==> src/rtl/mmu_ht_pkg.sv <==
// Shared types and helpers for the MMU hash-table walker and the table loader model.
// The entry layout, walker states and bucket hash are defined once here.
package mmu_ht_pkg;

  localparam int ENT_ASIDW = 10;
  localparam int ENT_VPNW  = 20;
  localparam int ENT_PPNW  = 20;

  typedef struct packed {
    logic                 v;
    logic [ENT_ASIDW-1:0] asid;
    logic [ENT_VPNW-1:0]  vpn;
    logic [ENT_PPNW-1:0]  ppn;
    logic [2:0]           rwx;
    logic [9:0]           rsvd;
  } ht_entry_t;

  typedef enum logic [2:0] {
    IDLE,
    HASH,
    READ,
    CMP,
    DONE
  } walk_state_t;

  // Folds the top IDXW bits of the VPN onto the bottom IDXW bits and mixes in the ASID.
  function automatic logic [31:0] ht_hash(input logic [31:0] vpn,
                                          input logic [31:0] asid,
                                          input int          vpnw,
                                          input int          idxw);
    logic [31:0] idx_mask;
    logic [31:0] vpn_mask;
    logic [31:0] vpn_lo;
    logic [31:0] vpn_hi;
    idx_mask = (idxw >= 32) ? '1 : ((32'd1 << idxw) - 32'd1);
    vpn_mask = (vpnw >= 32) ? '1 : ((32'd1 << vpnw) - 32'd1);
    vpn_lo   = vpn & idx_mask;
    vpn_hi   = (vpn & vpn_mask) >> (vpnw - idxw);
    return (vpn_lo ^ vpn_hi ^ asid) & idx_mask;
  endfunction

  function automatic logic [31:0] ht_entry_addr(input logic [31:0] base,
                                                input logic [31:0] idx);
    return base + (idx << 3);
  endfunction

endpackage

==> src/rtl/ht_match.sv <==
// Combinational comparison of a fetched hash-table entry against the lookup key.
// "stop" is high when the entry ends the probe chain (empty slot or hit).
module ht_match
  import mmu_ht_pkg::*;
#(
  parameter int ASIDW = 10,
  parameter int VPNW  = 20
) (
  input  logic                 ent_v,
  input  logic [ENT_ASIDW-1:0] ent_asid,
  input  logic [ENT_VPNW-1:0]  ent_vpn,
  input  logic [ASIDW-1:0]     asid,
  input  logic [VPNW-1:0]      vpn,
  output logic                 hit,
  output logic                 stop
);

  logic asid_eq;
  logic vpn_eq;

  assign asid_eq = (ent_asid == ENT_ASIDW'(asid));
  assign vpn_eq  = (ent_vpn == ENT_VPNW'(vpn));
  assign hit     = ent_v && asid_eq && vpn_eq;
  assign stop    = !ent_v || hit;

endmodule

==> src/rtl/ht_walker.sv <==
// Hash-table page-walk engine: hashes (ASID, VPN) to a bucket and linearly
// probes 64-bit entries through a single-outstanding bus master port.
module ht_walker
  import mmu_ht_pkg::*;
#(
  parameter int VPNW      = 20,
  parameter int ASIDW     = 10,
  parameter int PPNW      = 20,
  parameter int IDXW      = 12,
  parameter int MAX_PROBE = 8,
  parameter int TMO       = 255
) (
  input  logic             clk,
  input  logic             rst_n,
  input  logic [31:0]      base,
  input  logic             req_valid,
  output logic             req_ready,
  input  logic [ASIDW-1:0] req_asid,
  input  logic [VPNW-1:0]  req_vpn,
  output logic             rsp_valid,
  output logic             rsp_hit,
  output logic             rsp_berr,
  output logic [PPNW-1:0]  rsp_ppn,
  output logic [2:0]       rsp_rwx,
  output logic [3:0]       rsp_probes,
  output logic             m_cyc,
  output logic             m_stb,
  output logic             m_we,
  output logic [31:0]      m_adr,
  input  logic             m_ack,
  input  logic [63:0]      m_dat_i
);

  localparam int PW = $clog2(MAX_PROBE + 1);
  localparam int TW = $clog2(TMO + 1);

  walk_state_t state;
  walk_state_t next_state;

  logic [ASIDW-1:0] asid_q;
  logic [VPNW-1:0]  vpn_q;
  logic [IDXW-1:0]  idx_q;
  logic [PW-1:0]    probes_q;
  logic [TW-1:0]    tmo_cnt;

  logic                 ent_v;
  logic [ENT_ASIDW-1:0] ent_asid;
  logic [ENT_VPNW-1:0]  ent_vpn;
  logic [ENT_PPNW-1:0]  ent_ppn;
  logic [2:0]           ent_rwx;

  ht_entry_t rd_entry;
  logic      unused_rsvd;
  logic      ent_hit;
  logic      ent_stop;
  logic      tmo_last;
  logic      probe_last;

  assign rd_entry    = ht_entry_t'(m_dat_i);
  assign unused_rsvd = ^rd_entry.rsvd;
  assign tmo_last    = (tmo_cnt == TW'(TMO - 1));
  assign probe_last  = (probes_q == PW'(MAX_PROBE));
  assign m_we        = 1'b0;

  ht_match #(
    .ASIDW(ASIDW),
    .VPNW (VPNW)
  ) u_match (
    .ent_v   (ent_v),
    .ent_asid(ent_asid),
    .ent_vpn (ent_vpn),
    .asid    (asid_q),
    .vpn     (vpn_q),
    .hit     (ent_hit),
    .stop    (ent_stop)
  );

  always_ff @(posedge clk or negedge rst_n) begin
    if (!rst_n) begin
      state <= IDLE;
    end else begin
      state <= next_state;
    end
  end

  always_comb begin
    next_state = state;
    unique case (state)
      IDLE: if (req_valid) next_state = HASH;
      HASH: next_state = READ;
      READ: begin
        if (m_ack) begin
          next_state = CMP;
        end else if (tmo_last) begin
          next_state = DONE;
        end
      end
      CMP: begin
        if (ent_stop || probe_last) begin
          next_state = DONE;
        end else begin
          next_state = READ;
        end
      end
      DONE: next_state = IDLE;
      default: next_state = IDLE;
    endcase
  end

  // Bus strobes come straight from the state register so an async reset drops them at once.
  always_comb begin
    req_ready = 1'b0;
    m_cyc     = 1'b0;
    m_stb     = 1'b0;
    m_adr     = '0;
    rsp_valid = 1'b0;
    unique case (state)
      IDLE: req_ready = 1'b1;
      READ: begin
        m_cyc = 1'b1;
        m_stb = 1'b1;
        m_adr = ht_entry_addr(base, 32'(idx_q));
      end
      DONE: rsp_valid = 1'b1;
      default: ;
    endcase
  end

  always_ff @(posedge clk or negedge rst_n) begin
    if (!rst_n) begin
      asid_q   <= '0;
      vpn_q    <= '0;
      idx_q    <= '0;
      probes_q <= '0;
      tmo_cnt  <= '0;
      ent_v    <= 1'b0;
      ent_asid <= '0;
      ent_vpn  <= '0;
      ent_ppn  <= '0;
      ent_rwx  <= '0;
    end else begin
      unique case (state)
        IDLE: begin
          if (req_valid) begin
            asid_q   <= req_asid;
            vpn_q    <= req_vpn;
            probes_q <= '0;
          end
        end
        HASH: begin
          idx_q   <= IDXW'(ht_hash(32'(vpn_q), 32'(asid_q), VPNW, IDXW));
          tmo_cnt <= '0;
        end
        READ: begin
          if (m_ack) begin
            ent_v    <= rd_entry.v;
            ent_asid <= rd_entry.asid;
            ent_vpn  <= rd_entry.vpn;
            ent_ppn  <= rd_entry.ppn;
            ent_rwx  <= rd_entry.rwx;
            probes_q <= probes_q + PW'(1);
          end else if (!tmo_last) begin
            tmo_cnt <= tmo_cnt + TW'(1);
          end
        end
        CMP: begin
          if (next_state == READ) begin
            idx_q   <= idx_q + IDXW'(1);
            tmo_cnt <= '0;
          end
        end
        default: ;
      endcase
    end
  end

  // Result fields update only on the way into DONE and hold until the next lookup finishes.
  always_ff @(posedge clk or negedge rst_n) begin
    if (!rst_n) begin
      rsp_hit    <= 1'b0;
      rsp_berr   <= 1'b0;
      rsp_ppn    <= '0;
      rsp_rwx    <= '0;
      rsp_probes <= '0;
    end else if (next_state == DONE && state == READ) begin
      rsp_hit    <= 1'b0;
      rsp_berr   <= 1'b1;
      rsp_ppn    <= '0;
      rsp_rwx    <= '0;
      rsp_probes <= 4'(probes_q);
    end else if (next_state == DONE && state == CMP) begin
      rsp_hit    <= ent_hit;
      rsp_berr   <= 1'b0;
      rsp_ppn    <= ent_hit ? PPNW'(ent_ppn) : '0;
      rsp_rwx    <= ent_hit ? ent_rwx : 3'b000;
      rsp_probes <= 4'(probes_q);
    end
  end

endmodule

==> config.mk <==
export PLATFORM = sky130hd
export DESIGN_NAME = ht_walker
export DESIGN_NICKNAME = d
export VERILOG_FILES = /design/src/rtl/mmu_ht_pkg.sv /design/src/rtl/ht_match.sv /design/src/rtl/ht_walker.sv
export SDC_FILE = /design/constraint.sdc
export NUM_CORES = 1
export LEC_CHECK = 0
export CAP_MARGIN = 0
export CORE_MARGIN = 3
export CORE_UTILIZATION = 44
export DETAILED_ROUTE_END_ITERATION = 16
export PLACE_DENSITY = 0.74
export SLEW_MARGIN = 15
export SYNTH_ARGS = -nofsm -noshare
export SYNTH_HDL_FRONTEND = slang
export SYNTH_SLANG_ARGS = --single-unit
==> constraint.sdc <==
create_clock -name clk -period 3.48 [get_ports clk]
set_input_delay 0.522 -clock clk [delete_from_list [all_inputs] [get_ports clk]]
set_output_delay 0.522 -clock clk [all_outputs]
set_load 0.03 [all_outputs]
## Word-level counts from Yosys, hierarchy flattened

Cells that the tools add are included.

| cells by class | value |
|---|---|
| $add $sub $neg | 4 |
| multipliers | 0 |
| divide/modulo/power cells | 0 |
| $lt $le $gt $ge | 0 |
| equal/unequal tests | 15 |
| shift-type cells | 0 |
| multiplexer cells | 30 |
| bitwise operators | 2 |
| reductions and logical operators | 17 |

Operator list:

| cell | count |
|---|---|
| two-way mux 20 bit | 3 |
| adder 32 x 15 -> 32 bit | 1 |
| two-way mux 32 bit | 1 |
| two-way mux 8 bit | 3 |
| case mux 12 bit (2 select lines) | 1 |
| case mux 8 bit (3 select lines) | 1 |
| two-way mux 3 bit | 7 |
| == test 20 bit | 1 |
| two-way mux 4 bit | 4 |
| adder 12 x 1 -> 12 bit, second input constant | 1 |
| two-way mux 12 bit | 1 |
| case mux 3 bit (4 select lines) | 1 |
| XOR 12 x 10 -> 12 bit | 1 |
| XOR 12 bit | 1 |
| == test 10 bit | 1 |
| inequality test 2 bit, second input constant | 5 |
| == test 3 x 2 -> 1 bit, second input constant | 3 |
| adder 8 x 1 -> 8 bit, second input constant | 1 |
| == test 8 bit, second input constant | 1 |
| case mux 4 bit (2 select lines) | 1 |
| two-way mux 1 bit | 7 |
| == test 3 bit, second input constant | 2 |
| AND reduction 2 bit | 3 |
| nonzero test 2 bit | 3 |
| 10 further kinds | 14 |

| word-level totals | value |
|---|---|
| flip-flop bits (word level) | 140 |
| latch bits | 0 |
| bits in writable memories | 0 |
| memory bits (read-only) | 0 |
| bits of input ports | 130 |
| output and inout port bits | 66 |
| logic and storage cells | 84 |
| memories | 0 |

## Depth between registers and ports, before layout

| depth | value |
|---|---|
| depth in word-level cells | 11 |
| depth in mapped cells | 10 |
| mapped depth without buffers | 8 |

## Hierarchy

Synthesis repeated with hierarchy kept, for this count alone.

| unflattened totals | value |
|---|---|
| cell total of the unflattened synthesis | 664 |
| area, all modules | 7379.6 um^2 |

Modules (own cells, without submodules):

| module | times used | cells an instance | area each (um^2) | seq. area each (um^2) |
|---|---|---|---|---|
| ht_walker | 1 | 621 | 7036.7 | 3503.4 |
| ht_match | 1 | 43 | 342.8 | 0.0 |

## Worst setup path after synthesis

No wires, ideal clock.

| timing | value |
|---|---|
| kind | input -> output |
| from | input base[3] |
| to | output m_adr[19] |
| data arrival time | 2870 ps |
| required time | 2958 ps |
| setup slack | 88 ps |
| cell stages on the path | 9 |
| path buffers | 1 |
| path through | ha_1 -> fa_1 -> a211oi_1 -> o21ai_0 -> a221oi_1 -> o21a_1 -> clkbuf_8 -> o21ai_0 -> a21oi_1 |

| on the way | value |
|---|---|
| cells in the longest elaborated chain, start to end | 2 |

Ends and longest elaborated chain:

| what | line | text |
|---|---|---|
| from (decl) | ht_walker.sv:15 | `input logic [31:0] base,` |
| adder 32 x 15 -> 32 bit | mmu_ht_pkg.sv:44 | `return base + (idx << 3);` |
| two-way mux 32 bit | ht_walker.sv:117 | `unique case (state)` |
| to (decl) | ht_walker.sv:29 | `output logic [31:0] m_adr,` |

Every way passes these cells.

## Worst setup path after layout

| timing | value |
|---|---|
| from | input base[9] |
| to | output m_adr[31] |

Same word-level chain as after synthesis.

==> out/metrics.cfg <==
[sta]
tightest_slew_ns=0.913
period_needed_ns=3.44
hold_violations=0
hold_slack_ns=0.206
finalCritPeriodShare_pct=98.8
finalSetupViolCount=0
slew_headroom_pct=39.1
fin_skew_ns=0.00846
fmax_mhz=291
fin_ws_ns=0.0424
drv_slew=0
rsz0062_at_grt=false
fin_setup_tns_ns=0

[critical_path]
ff2ff_path_depth=6
cp.required_ns=2.96
cp_max_fo=8
worstPathArrival_ns=2.92
startpoint_type=input port
reg2reg_slack_ns=0.82
worstSetupPathType=input port to output port
r2r-end=ent_vpn[17]
endpoint_kind=output port
reg2reg_from=state[1]

[cts]
cts_num_sinks=140
clk_latency_ns=0.41
clock_path_buffers=2
h-tree-depth=4
tritoncts=yes
cts_buffers=17
cts_root_buf=clkbuf_16
cts_hold_buf=0
clkSlewWorstSetupHoldPaths_ns=0.06

[final_layout]
syn_to_final_growth_pct=40.9
nets=1001
drive_above_1_share_pct=25.5
stdcell_area_um2=10300
diodes=0
fin_cells=1080
final_util_pct=64.1
fillers=1258

[route]
viasPerCell=5.56
ant_nets=0
drcViolationCount=0
wire_per_inst_um=18.0
wl_met2_um=9940
wl_um=19400
dr_total_vias=6001
wl_met3_um=1180
firstDrtPassIters=5
wl_met1_um=7820
drt_iter0_markers=263
highest_layer=met5

[die]
dieArea_um2=18200
core_um2=16100
rows=46
pin_count=196
die_h_um=135
initial_core_util_pct=45.5
die_x_um=135

[outcome]
outcome=complete, no violations

[pwr]
powerDensity_nw_per_um2=883
irDropWorstVdd_v=0.000499
leakagePower_nw=4.27
finalPower_mw=9.12

[grt]
grt_pass1_vias=6335
grt.total_usage_pct=21.0
overflow=0
antenna_found_initial=2
grt_max_degree=104
grt_pass1_wl_um=30700

[yosys]
synth_top_area_share_pct=47.8
synthesis.nets=801
yosys-top-cells-area=dfrtp_1, mux2_2, xnor2_1
yosysTopAreaCell=dfrtp_1
ys_seq_elements=140
yosysSeqAreaShare_pct=47.8
syn_area_um2=7330
synth_warnings=0
syn_avg_cell_area_um2=11.2
synthArstFlopShare_pct=100
synth_top_flop_cell=dfrtp_1
synth_edf_count=0
synth_cells=653
ys_types=63

[place]
place_ws_ns=-0.262
io_buffers=184
postPlaceCellArea_um2=9390
dp_cells=1038
dp_hpwl_um=14100
gp_congestion=0.870

[flow_run]
cap_violations=0

[min_path]
hp-class=input port to async pin

==> placed cells by master, fill, tap and decap left out, drive strengths merged, types with 4 or more instances in the layout <==
cell type	count
a211oi	6
a21o	6
a21oi	21
a22o	23
a31oi	5
a32o	4
and2	10
and3	9
buf	56
clkbuf	20
clkdlybuf4s50	153
clkinv	6
dfrtp	140
dlymetal6s2s	4
ha	17
inv	12
mux2	88
nand2	33
nand2b	5
nand3	21
nand4	17
nor2	30
nor3	11
nor4	4
o21a	4
o21ai	29
o22a	5
o22ai	4
o31ai	9
or3	9
or4	6
xnor2	49
xor2	12
==> what timing repair did <==
| action | in CTS | in global routing |
|---|---|---|
| pin swaps | 13 | 21 |
| gates resized for setup | 30 | 32 |
| cloned | 2 | 0 |
| setup buffers | 8 | 4 |
| setup endpoints to repair | 16 | 18 |
==> report_power, final <==
group / total, mW / switching, mW / internal [mW] / leakage [nW]
registers: 2.89 / 0.614 / 2.28 / 1.74
clock network: 1.75 / 0.659 / 1.09 / 0.282
logic: 4.48 / 2.21 / 2.27 / 2.25
total: 9.12 / 3.48 / 5.64 / 4.27
==> worst max-delay path, stage by stage <==
cell	delay [ns]
clkdlybuf4s50_1	0.45
ha_4	0.29
o21ai_2	0.06
a211oi_2	0.24
a221oi_2	0.11
o21a_2	0.26
buf_12	0.14
buf_12	0.13
or4_4	0.42
a21oi_2	0.16
buf_6	0.14
==> layout make-up <==
type / count / area (um^2) / share of cell area [%]
clock buffer: 20 / 457 / 4.42
clock inverter: 10 / 118 / 1.14
inverter: 11 / 41.3 / 0.400
multi-input combinational: 467 / 3800 / 36.8
sequential: 140 / 3510 / 34.0
tap: 216 / 270 / 2.62
timing repair buffer: 216 / 2140 / 20.7
==> metal layers <==
metal / GRT usage [%] / vias to the layer above
met5: 0 / -
met3: 5.14 / 35
met2: 37.2 / 217
li1: - / 2787
met4: 7.56 / 4
met1: 24.9 / 2958
==> registers in the layout, summed over array words and instances (netlist names), 8 cells and up <==
name      count
idx_q        12
tmo_cnt       8
ent_ppn      20
asid_q       10
ent_asid     10
rsp_ppn      20
vpn_q        20
ent_vpn      20
==> how the worst max path moves through the flow <==
| stage | start | endpoint | slack [ns] | cells past startpoint |
|---|---|---|---|---|
| 3_5_place_dp | base[3] | m_adr[21] | -0.26 | 11 |
| 3_3_place_gp | base[3] | m_adr[25] | -0.18 | 11 |
| 2_1_floorplan | base[3] | m_adr[19] | 0.09 | 9 |
| 4_1_cts | idx_q[0] | m_adr[31] | -0.02 | 11 |
| 6_report | base[9] | m_adr[31] | 0.04 | 11 |
| 5_1_grt | base[16] | m_adr[31] | 0.004 | 8 |
==> synthesized netlist by cell type (5+ instances only) <==
library cell	number
nand3_1	21
nand2_1	33
o31ai_1	9
xor2_1	12
clkbuf_1	15
or3_1	8
a22o_1	23
inv_1	11
nand4_1	15
a31oi_1	5
a21oi_1	21
a21o_1	6
nor3_1	10
mux2_2	88
a211oi_1	6
nand2b_1	5
and2_1	10
buf_2	12
dfrtp_1	140
xnor2_1	49
o22a_1	5
and3_1	9
nor2_1	30
ha_1	17
o21ai_0	29
or4_1	6
==> cells by family (layout without fill, tap and decap cells) <==
| kind of cell | Yosys count | in the layout | share of synthesized area, % |
|---|---|---|---|
| adder cells (fa/ha/maj) | 18 | 18 | 3.17 |
| buffers and inverters | 46 | 257 | 3.16 |
| AND/OR/NAND/NOR | 168 | 168 | 12.6 |
| other | 1 | 1 | 0.0511 |
| multiplexers | 88 | 88 | 13.5 |
| XOR/XNOR | 61 | 61 | 7.29 |
| AO/OA/AOI/OAI | 131 | 131 | 12.4 |
| flip-flops | 140 | 140 | 47.8 |
(Power assumes the default switching activity.)
